$ cat src/rtl/ofdm_symbol_sequencer_if.sv
// Bundles every stream, config and status signal between the sequencer and its neighbours.
// Latency: none, wiring only.
// Backpressure: carried by the tready members of each stream.
interface ofdm_symbol_sequencer_if #(
    parameter int DW = 32
);
    logic [DW-1:0] s_sym_tdata;
    logic          s_sym_tvalid;
    logic          s_sym_tready;

    logic [23:0]   cfg_tdata;
    logic          cfg_tvalid;
    logic          cfg_tready;

    logic [DW-1:0] fft_in_tdata;
    logic          fft_in_tvalid;
    logic          fft_in_tlast;
    logic          fft_in_tready;

    logic [DW-1:0] fft_out_tdata;
    logic          fft_out_tvalid;
    logic          fft_out_tlast;
    logic          fft_out_tready;

    logic [DW-1:0] m_tdata;
    logic          m_tvalid;
    logic          m_tlast;
    logic          m_tready;

    logic [15:0]   sym_count;
    logic          err_framing;

    // Sequencer side
    modport master (
        input  s_sym_tdata, s_sym_tvalid,
        output s_sym_tready,
        output cfg_tdata, cfg_tvalid,
        input  cfg_tready,
        output fft_in_tdata, fft_in_tvalid, fft_in_tlast,
        input  fft_in_tready,
        input  fft_out_tdata, fft_out_tvalid, fft_out_tlast,
        output fft_out_tready,
        output m_tdata, m_tvalid, m_tlast,
        input  m_tready,
        output sym_count, err_framing
    );

    // Environment side: mapper, IFFT core and DAC path
    modport slave (
        output s_sym_tdata, s_sym_tvalid,
        input  s_sym_tready,
        input  cfg_tdata, cfg_tvalid,
        output cfg_tready,
        input  fft_in_tdata, fft_in_tvalid, fft_in_tlast,
        output fft_in_tready,
        output fft_out_tdata, fft_out_tvalid, fft_out_tlast,
        input  fft_out_tready,
        input  m_tdata, m_tvalid, m_tlast,
        output m_tready,
        input  sym_count, err_framing
    );
endinterface

$ cat src/rtl/ofdm_symbol_sequencer.sv
// Configures the IFFT once, frames mapper samples into symbols, re-emits IFFT output with a cyclic prefix.
// Latency: input path 0 cycles; first CP sample valid the cycle after the last capture handshake.
// Backpressure: s_sym follows fft_in_tready; IFFT output is held off (fft_out_tready=0) while emitting.
module ofdm_symbol_sequencer #(
    parameter int          NFFT     = 8,
    parameter int          CP_LEN   = 4,
    parameter int          DW       = 32,
    parameter logic [23:0] CFG_WORD = 24'h000404
) (
    input  logic                    aclk,
    input  logic                    aresetn,
    ofdm_symbol_sequencer_if.master bus
);
    localparam int             AW       = (NFFT > 1) ? $clog2(NFFT) : 1;
    localparam logic [AW-1:0]  LAST_IDX = AW'(NFFT - 1);
    localparam logic [AW-1:0]  CP_START = AW'(NFFT - CP_LEN);

    typedef enum logic {CFG_SEND, CFG_DONE} cfg_state_t;
    typedef enum logic [1:0] {CAPTURE, EMIT_CP, EMIT_BODY} out_state_t;

    cfg_state_t    cfg_state, cfg_state_nxt;
    logic          cfg_tvalid_c;
    logic          cfg_done;

    logic [AW-1:0] in_idx;
    logic          in_hs;

    out_state_t    out_state, out_state_nxt;
    logic [AW-1:0] wr_idx, wr_idx_nxt;
    logic [AW-1:0] rd_idx, rd_idx_nxt;
    logic [15:0]   sym_count_q, sym_count_nxt;
    logic          err_q, err_nxt;
    logic          buf_we;
    logic          fft_out_tready_c, m_tvalid_c, m_tlast_c;

    logic [DW-1:0] sym_buf [NFFT];

    // ---------------- configuration ----------------
    always_ff @(posedge aclk or negedge aresetn) begin
        if (!aresetn) cfg_state <= CFG_SEND;
        else          cfg_state <= cfg_state_nxt;
    end

    always_comb begin
        cfg_state_nxt = cfg_state;
        cfg_tvalid_c  = 1'b0;
        case (cfg_state)
            CFG_SEND: begin
                cfg_tvalid_c = 1'b1;
                if (bus.cfg_tready) cfg_state_nxt = CFG_DONE;
            end
            default: cfg_state_nxt = CFG_DONE;
        endcase
    end

    assign cfg_done       = (cfg_state == CFG_DONE);
    assign bus.cfg_tvalid = cfg_tvalid_c;
    assign bus.cfg_tdata  = CFG_WORD;

    // ---------------- input framing ----------------
    assign bus.fft_in_tdata  = bus.s_sym_tdata;
    assign bus.fft_in_tvalid = cfg_done & bus.s_sym_tvalid;
    assign bus.s_sym_tready  = cfg_done & bus.fft_in_tready;
    assign bus.fft_in_tlast  = (in_idx == LAST_IDX);
    assign in_hs             = bus.fft_in_tvalid & bus.fft_in_tready;

    // Counts free-running across symbols; only reset realigns it.
    always_ff @(posedge aclk or negedge aresetn) begin
        if (!aresetn)   in_idx <= '0;
        else if (in_hs) in_idx <= in_idx + AW'(1);
    end

    // ---------------- capture / emit ----------------
    always_ff @(posedge aclk or negedge aresetn) begin
        if (!aresetn) begin
            out_state   <= CAPTURE;
            wr_idx      <= '0;
            rd_idx      <= '0;
            sym_count_q <= '0;
            err_q       <= 1'b0;
        end else begin
            out_state   <= out_state_nxt;
            wr_idx      <= wr_idx_nxt;
            rd_idx      <= rd_idx_nxt;
            sym_count_q <= sym_count_nxt;
            err_q       <= err_nxt;
        end
    end

    always_comb begin
        out_state_nxt    = out_state;
        wr_idx_nxt       = wr_idx;
        rd_idx_nxt       = rd_idx;
        sym_count_nxt    = sym_count_q;
        err_nxt          = err_q;
        buf_we           = 1'b0;
        fft_out_tready_c = 1'b0;
        m_tvalid_c       = 1'b0;
        m_tlast_c        = 1'b0;
        case (out_state)
            CAPTURE: begin
                fft_out_tready_c = 1'b1;
                if (bus.fft_out_tvalid) begin
                    buf_we = 1'b1;
                    if (bus.fft_out_tlast != (wr_idx == LAST_IDX)) err_nxt = 1'b1;
                    // An early tlast still closes the symbol; stale slots are emitted as-is.
                    if ((wr_idx == LAST_IDX) || bus.fft_out_tlast) begin
                        out_state_nxt = EMIT_CP;
                        wr_idx_nxt    = '0;
                        rd_idx_nxt    = CP_START;
                    end else begin
                        wr_idx_nxt = wr_idx + AW'(1);
                    end
                end
            end
            EMIT_CP: begin
                m_tvalid_c = 1'b1;
                if (bus.m_tready) begin
                    if (rd_idx == LAST_IDX) begin
                        out_state_nxt = EMIT_BODY;
                        rd_idx_nxt    = '0;
                    end else begin
                        rd_idx_nxt = rd_idx + AW'(1);
                    end
                end
            end
            EMIT_BODY: begin
                m_tvalid_c = 1'b1;
                m_tlast_c  = (rd_idx == LAST_IDX);
                if (bus.m_tready) begin
                    if (rd_idx == LAST_IDX) begin
                        out_state_nxt = CAPTURE;
                        rd_idx_nxt    = '0;
                        sym_count_nxt = sym_count_q + 16'd1;
                    end else begin
                        rd_idx_nxt = rd_idx + AW'(1);
                    end
                end
            end
            default: out_state_nxt = CAPTURE;
        endcase
    end

    // Sample storage carries no reset; contents are only read after a full capture.
    always_ff @(posedge aclk) begin
        if (buf_we) sym_buf[wr_idx] <= bus.fft_out_tdata;
    end

    assign bus.fft_out_tready = fft_out_tready_c;
    assign bus.m_tvalid       = m_tvalid_c;
    assign bus.m_tlast        = m_tlast_c;
    assign bus.m_tdata        = sym_buf[rd_idx];
    assign bus.sym_count      = sym_count_q;
    assign bus.err_framing    = err_q;
endmodule

$ cat src/flat_wrapper.sv
// flat-port wrapper written by rule: the top's interface ports become plain ports
module ofdm_symbol_sequencer_flat 
#(
    parameter int          NFFT     = 8,
    parameter int          CP_LEN   = 4,
    parameter int          DW       = 32,
    parameter logic [23:0] CFG_WORD = 24'h000404
)
  (aclk, aresetn, bus_s_sym_tdata, bus_s_sym_tvalid, bus_s_sym_tready, bus_cfg_tdata, bus_cfg_tvalid, bus_cfg_tready, bus_fft_in_tdata, bus_fft_in_tvalid, bus_fft_in_tlast, bus_fft_in_tready, bus_fft_out_tdata, bus_fft_out_tvalid, bus_fft_out_tlast, bus_fft_out_tready, bus_m_tdata, bus_m_tvalid, bus_m_tlast, bus_m_tready, bus_sym_count, bus_err_framing);
  ofdm_symbol_sequencer_if #(.DW(DW)) bus_i ();
  input  logic aclk;
  input  logic aresetn;
  input wire logic [$bits(bus_i.s_sym_tdata)-1:0] bus_s_sym_tdata;
  input wire logic [$bits(bus_i.s_sym_tvalid)-1:0] bus_s_sym_tvalid;
  output wire logic [$bits(bus_i.s_sym_tready)-1:0] bus_s_sym_tready;
  output wire logic [$bits(bus_i.cfg_tdata)-1:0] bus_cfg_tdata;
  output wire logic [$bits(bus_i.cfg_tvalid)-1:0] bus_cfg_tvalid;
  input wire logic [$bits(bus_i.cfg_tready)-1:0] bus_cfg_tready;
  output wire logic [$bits(bus_i.fft_in_tdata)-1:0] bus_fft_in_tdata;
  output wire logic [$bits(bus_i.fft_in_tvalid)-1:0] bus_fft_in_tvalid;
  output wire logic [$bits(bus_i.fft_in_tlast)-1:0] bus_fft_in_tlast;
  input wire logic [$bits(bus_i.fft_in_tready)-1:0] bus_fft_in_tready;
  input wire logic [$bits(bus_i.fft_out_tdata)-1:0] bus_fft_out_tdata;
  input wire logic [$bits(bus_i.fft_out_tvalid)-1:0] bus_fft_out_tvalid;
  input wire logic [$bits(bus_i.fft_out_tlast)-1:0] bus_fft_out_tlast;
  output wire logic [$bits(bus_i.fft_out_tready)-1:0] bus_fft_out_tready;
  output wire logic [$bits(bus_i.m_tdata)-1:0] bus_m_tdata;
  output wire logic [$bits(bus_i.m_tvalid)-1:0] bus_m_tvalid;
  output wire logic [$bits(bus_i.m_tlast)-1:0] bus_m_tlast;
  input wire logic [$bits(bus_i.m_tready)-1:0] bus_m_tready;
  output wire logic [$bits(bus_i.sym_count)-1:0] bus_sym_count;
  output wire logic [$bits(bus_i.err_framing)-1:0] bus_err_framing;
  assign bus_i.s_sym_tdata = bus_s_sym_tdata;
  assign bus_i.s_sym_tvalid = bus_s_sym_tvalid;
  assign bus_s_sym_tready = bus_i.s_sym_tready;
  assign bus_cfg_tdata = bus_i.cfg_tdata;
  assign bus_cfg_tvalid = bus_i.cfg_tvalid;
  assign bus_i.cfg_tready = bus_cfg_tready;
  assign bus_fft_in_tdata = bus_i.fft_in_tdata;
  assign bus_fft_in_tvalid = bus_i.fft_in_tvalid;
  assign bus_fft_in_tlast = bus_i.fft_in_tlast;
  assign bus_i.fft_in_tready = bus_fft_in_tready;
  assign bus_i.fft_out_tdata = bus_fft_out_tdata;
  assign bus_i.fft_out_tvalid = bus_fft_out_tvalid;
  assign bus_i.fft_out_tlast = bus_fft_out_tlast;
  assign bus_fft_out_tready = bus_i.fft_out_tready;
  assign bus_m_tdata = bus_i.m_tdata;
  assign bus_m_tvalid = bus_i.m_tvalid;
  assign bus_m_tlast = bus_i.m_tlast;
  assign bus_i.m_tready = bus_m_tready;
  assign bus_sym_count = bus_i.sym_count;
  assign bus_err_framing = bus_i.err_framing;
  ofdm_symbol_sequencer #(.NFFT(NFFT), .CP_LEN(CP_LEN), .DW(DW), .CFG_WORD(CFG_WORD)) u_core (.aclk(aclk), .aresetn(aresetn), .bus(bus_i));
endmodule
$ cat config.mk
export PLATFORM = sky130hd
export DESIGN_NAME = ofdm_symbol_sequencer_flat
export DESIGN_NICKNAME = d
export VERILOG_FILES = /design/src/rtl/ofdm_symbol_sequencer_if.sv /design/src/rtl/ofdm_symbol_sequencer.sv /design/src/flat_wrapper.sv
export SDC_FILE = /design/constraint.sdc
export NUM_CORES = 1
export LEC_CHECK = 0
export CAP_MARGIN = 20
export CORE_ASPECT_RATIO = 0.9
export CORE_UTILIZATION = 55
export DETAILED_ROUTE_END_ITERATION = 12
export PLACE_DENSITY = 0.85
export SLEW_MARGIN = 20
export SYNTH_ARGS = -nofsm -noshare
export SYNTH_HDL_FRONTEND = slang
export SYNTH_SLANG_ARGS = --single-unit
$ cat constraint.sdc
create_clock -name aclk -period 6.75 [get_ports aclk]
set_clock_uncertainty 0.1 [all_clocks]
set_input_delay 2.025 -clock aclk [delete_from_list [all_inputs] [get_ports aclk]]
set_output_delay 2.025 -clock aclk [all_outputs]
set_load 0.05 [all_outputs]
=== After elaboration in Yosys (flattened, before gate mapping) ===
Memory sizes are Yosys's and may differ from the RTL's.
Index checks and enable logic that the tools add are counted.

* Memories: 1
* Output and inout port bits: 112
* Register bits after elaboration: 29
* Bits in read-only memories: 0
* Input port bits: 72
* RAM bits: 256
* Bits in latches: 0

{| class="wikitable"
|+ Memories
! name !! depth !! width !! read ports !! clocked after Yosys merged registers in !! write ports !! line !! source
|-
| u_core.sym_buf || 8 || 32 || 1 || 0 || 1 || ofdm_symbol_sequencer.sv:36 || <nowiki>logic [DW-1:0] sym_buf [NFFT];</nowiki>
|}

* Shift-type cells: 0
* Multiply operators: 0
* Eq/ne operators: 13
* $add $sub $neg: 4
* Mux-type cells: 23
* Order comparisons: 0
* Reduce and logical (&&, ||, !) cells: 9
* Bitwise operators: 3
* Div/mod/pow operators: 0

{| class="wikitable"
|+ Operators by type and width
! operator !! count
|-
| adder 16 x 1 -> 16 bit (second input constant) || 1
|-
| 2-to-1 mux 3 bit || 5
|-
| 2-to-1 mux 2 bit || 6
|-
| 2-to-1 mux 1 bit || 10
|-
| adder 3 x 1 -> 3 bit (second input constant) || 3
|-
| == test 3 bit (second input constant) || 3
|-
| != test 2 x 1 -> 1 bit (second input constant) || 4
|-
| != test 2 bit (second input constant) || 3
|-
| one-hot mux 2 bit (3 select lines) || 1
|-
| one-hot mux 3 bit (2 select lines) || 1
|-
| AND reduction 3 bit || 2
|-
| AND reduction 6 bit || 1
|-
| AND reduction 4 bit || 1
|-
| bitwise AND 1 bit || 3
|-
| == test 2 x 1 -> 1 bit (second input constant) || 1
|-
| == test 2 bit (second input constant) || 1
|-
| logical NOT 2 bit || 1
|-
| AND reduction 2 bit || 1
|-
| nonzero test 2 bit || 1
|-
| OR reduction 2 bit || 1
|-
| logical OR 1 bit || 1
|-
| != test 1 bit || 1
|}

=== Logic depth before layout (Yosys ltp) ===
* Word-level depth: 5
* Depth in mapped cells: 8
* Depth with buffers taken out: 8

=== Worst setup path after synthesis ===
OpenSTA, ideal clock, no wires.

* Path type: in2reg
* Start point: input port bus_fft_out_tvalid
* End point: memory u_core.sym_buf[5][0], enable pin
* Data arrival time: 4359 ps
* Stages: 2
* Path buffers: 0
* Required time: 6189 ps
* Slack: 1830 ps
* Cells stage by stage: nand2_1 > nor3_1

* Word-level cells in the longest chain between the ends: 4

{| class="wikitable"
|+ RTL lines
! item !! line !! source
|-
| from (decl) || flat_wrapper.sv:24 || <nowiki>input wire logic [$bits(bus_i.fft_out_tvalid)-1:0] bus_fft_out_tvalid;</nowiki>
|-
| 2-to-1 mux 1 bit || ofdm_symbol_sequencer.sv:103 || <nowiki>if (bus.fft_out_tvalid) begin</nowiki>
|-
| 2-to-1 mux 1 bit || ofdm_symbol_sequencer.sv:100 || <nowiki>case (out_state)</nowiki>
|-
| 2-to-1 mux 1 bit || ofdm_symbol_sequencer.sv:146 || <nowiki>if (buf_we) sym_buf[wr_idx] <= bus.fft_out_tdata;</nowiki>
|-
| 2-to-1 mux 1 bit (not written as such) || ofdm_symbol_sequencer.sv:146 ||
|-
| to (decl) || ofdm_symbol_sequencer.sv:36 ||
|}

Every way passes these cells.

=== Worst setup path after layout ===
* Start point: register u_core.rd_idx[0]
* End point: output port bus_m_tdata[31]

* Word-level cells in the longest chain between the ends: 1

{| class="wikitable"
|+ RTL lines
! item !! line !! source
|-
| from (decl) || ofdm_symbol_sequencer.sv:30 || <nowiki>logic [AW-1:0] rd_idx, rd_idx_nxt;</nowiki>
|-
| from (signal assigned) || ofdm_symbol_sequencer.sv:84 || <nowiki>rd_idx <= rd_idx_nxt;</nowiki>
|-
| memory (8 x 32 bit) || -- ||
|-
| to (decl) || flat_wrapper.sv:27 || <nowiki>output wire logic [$bits(bus_i.m_tdata)-1:0] bus_m_tdata;</nowiki>
|}

Every way passes these cells.

==> results.yml <==
timing:
  max_freq_mhz: 176
  fin_tns_setup_ps: 0
  hold_violations: 0
  rsz0062_at_grt: "no"
  slew_violations: 0
  period_needed_ps: 5680
  period_share_pct: 84.1
  slew_headroom_pct: 32.5
  hold_slack_ps: 373
  tightest_slew_ps: 1010
  finalSetupViolations: 0
place:
  port_buffers: 95
  routabilityCongestion: 0.758
  hpwl_um: 12600
finish:
  finalNetCount: 740
  antenna_cells: 0
  final_layout_size_suffix_gt1_share_pct: 24.8
  syn_to_final_growth_pct: 16.7
setup_path:
  cpPeakStageDelay_ps: 1020
  path_depth: 4
  ff2ff_path_depth: 5
  critPathBufInv: 2
  cpMaxStageDelayCell: "dfrtp_4"
  crit_type: "reg -> out"
  critPathCaptureType: "primary output"
  cp_cell_sequence: "buf_4 -> mux4_2 -> mux2_2 -> clkdlybuf4s50_1"
  path_delay_family: "buffers and inverters"
  required_ps: 4620
  critPathArrivalTime_ps: 3550
  path_max_fanout: 47
  start_kind: "flip-flop"
outcome:
  status: "finished, final reports clean"
clocking:
  numCtsBuffers: 28
  htree_levels: 1
  clock-root-buffer: "clkbuf_16"
  ctsResizeCount: 0
  cts_tree: "done"
  worstSkewPairLatency_ps: 530
  post_cts_buffers: 0
  cts_sinks: 285
  cts_hold_buf: 0
  cts.clk_slew.worst_paths_ps: 60
  clock_path_buffers: 3
grt:
  antenna_found_initial: 0
  grt_pass1_wl_um: 34000
  track_usage_pct: 21.5
  grt_pass1_vias: 5852
  grt_max_degree: 49
  grt-ovfl-total: 0
synth:
  async_flop_share_pct: 10.2
  synth_seq_area_share_pct: 72.9
  synth-simple-area-share_pct: 2.80
  synthFlopType: "edfxtp_1"
  synthCells: 570
  yosys.area_share.xor_xnor_pct: 1.21
  ys_warn_count: 0
  synthTopCellsByArea: "edfxtp_1 67%, mux4_2 12%, dfrtp_1 6.3%, mux2_2 3.8%, buf_4 3.6%"
  synth-adder-area-share_pct: 1.41
  yosysTopAreaCell: "edfxtp_1"
  syn_area_um2: 11500
  synth_top_family_by_area: "multiplexers"
  synth_compound_area_share_pct: 0.271
  synthMuxAreaShare_pct: 16.5
  synth-edff-count: 256
  syn_area_per_cell_um2: 20.2
  ys_ff_latch: 285
  yosysTopAreaCellShare_pct: 66.6
  ys_types: 34
routing:
  routed_via_density: 5.76
  wire_per_inst_um: 23.6
  drt_iter0_drc: 384
  vias: 5513
  drtAntennaViolNets: 0
  drc: 0
  firstDrtPassIters: 4
  wirelength_um: 22500
floorplanning:
  std_cell_rows: 49
  fp.dieH_um: 139
  io_pins: 184
  core_area_um2: 20300
  dieArea_um2: 21600
  start_util_pct: 56.8
  die_w_um: 155
min_path:
  whs_path_depth: 1
  hold_class: "reg -> reg"
power_and_ir_drop:
  power_density_nw_per_um2: 400
  p_leak_nw: 4.45
  peakVddDrop_mv: 0.309
  internal_power_mw: 3.68
  power_frac_comb_pct: 30.1
  p_clk_share_pct: 28.3
  sequentialPowerShare_pct: 41.6
  p_switching_mw: 1.70
  switching_share_pct: 31.7
job:
  max-cap-violations: 0
[path summary, 6_finish.rpt]
check	startpoint	endpoint	slack [ps]
worst max-delay path	u_core.rd_idx[0]	bus_m_tdata[31]	1070
worst min-delay path	u_core.bus.err_framing	u_core.bus.err_framing	370
worst max register to register	u_core.out_state[0]	u_core.sym_buf[4][23]	3770
worst min register to register	u_core.bus.err_framing	u_core.bus.err_framing	370
max in group asynchronous	aresetn	u_core.rd_idx[0]	4450
min in group asynchronous	aresetn	u_core.bus.sym_count[14]	1800
[synth_stat cells (4+ instances only)]
cell and n:
nor2_1 12, nand3_1 7, xnor2_1 14, nand4_1 5
buf_4 56, nor3_1 5, mux4_2 61, buf_6 5
buf_1 4, buf_2 4, dfrtp_1 29, inv_1 7
ha_1 13, clkbuf_1 5, nand2_1 20, mux2_2 39
edfxtp_1 256
[cell usage in the layout (no fill, tap or decap), types with 2 or more instances in the layout]
cell             count
edfxtp_1           256
clkdlybuf4s50_1     95
mux4_2              61
mux2_2              39
clkbuf_16           30
dfrtp_1             26
conb_1              24
nand2_1             20
xnor2_1             14
ha_1                13
buf_4               12
clkbuf_1             8
inv_1                7
nand3_1              7
nor2_4               6
nor2_1               6
nand4_1              5
nor3_2               4
clkinv_2             4
clkinv_1             4
mux4_1               3
nand2b_1             3
and2_1               3
o21ai_0              3
nor3_1               3
xor2_1               2
bufinv_16            2
clkinvlp_4           2
clkbuf_8             2
dfrtp_2              2
[power by group through the flow]
stage | registers (mW) | logic (mW) | clock network [mW]
6_report | 2.24 | 1.62 | 1.52
3_3_place_gp | 2.26 | 1.56 | 0
5_1_grt | 2.26 | 1.69 | 1.61
3_5_place_dp | 2.28 | 1.60 | 0
4_1_cts | 2.24 | 1.63 | 1.54
2_1_floorplan | 2.15 | 1.32 | 0
[logic make-up after synthesis]
group                      count (synthesis)
DFF                                      285
adders and majority gates                 13
buffers and inverters                     81
and+or+nand+nor                           64
xor gates and xnor gates                  16
muxes                                    104
other                                      2
AOI/OAI and AO/OA                          5
[registers in the layout (all words and copies together) (netlist names)]
name,count
u_core.sym_buf,256
u_core.bus.sym_count,16
u_core.in_idx,3
u_core.rd_idx,3
u_core.wr_idx,3
u_core.out_state,2
u_core.bus.err_framing,1
u_core.cfg_done,1
[metrics by stage]
stage / utilization [%] / total power [mW] / cell area (um^2) / cells / setup slack [ps]
4_1_cts: 66.3 / 5.42 / 13500 / 957 / 1000
6_report: 66.3 / 5.38 / 13500 / 957 / 1070
5_1_grt: 66.3 / 5.57 / 13500 / 957 / 888
2_1_floorplan: - / 3.47 / 11600 / 592 / 1830
3_3_place_gp: 61.8 / 3.82 / 12500 / 905 / 1210
3_5_place_dp: 61.8 / 3.88 / 12500 / 905 / 1210
[cell type report]
type / count / area, um^2
clock inverters: 12 / 110
flip-flops and latches: 285 / 8420
fillers: 1256 / 6830
inverters: 7 / 26.3
clock buffers: 40 / 808
well taps: 280 / 350
multi-input cells: 226 / 2700
repair buffers: 107 / 1040
[routing by layer]
metal  track usage (%)  wire length [um]  share of wire (%)  vias to the layer above
met2              36.9             11600                 51                      260
met4              9.48               924                4.1                        0
met3              3.86              1550                6.9                       86
met1              26.9              8460                 38                     2817
li1                  -                 -                  -                     2350
met5                 0                 0                  0                        -
No activity file was read; power rests on OpenSTA's default activity.
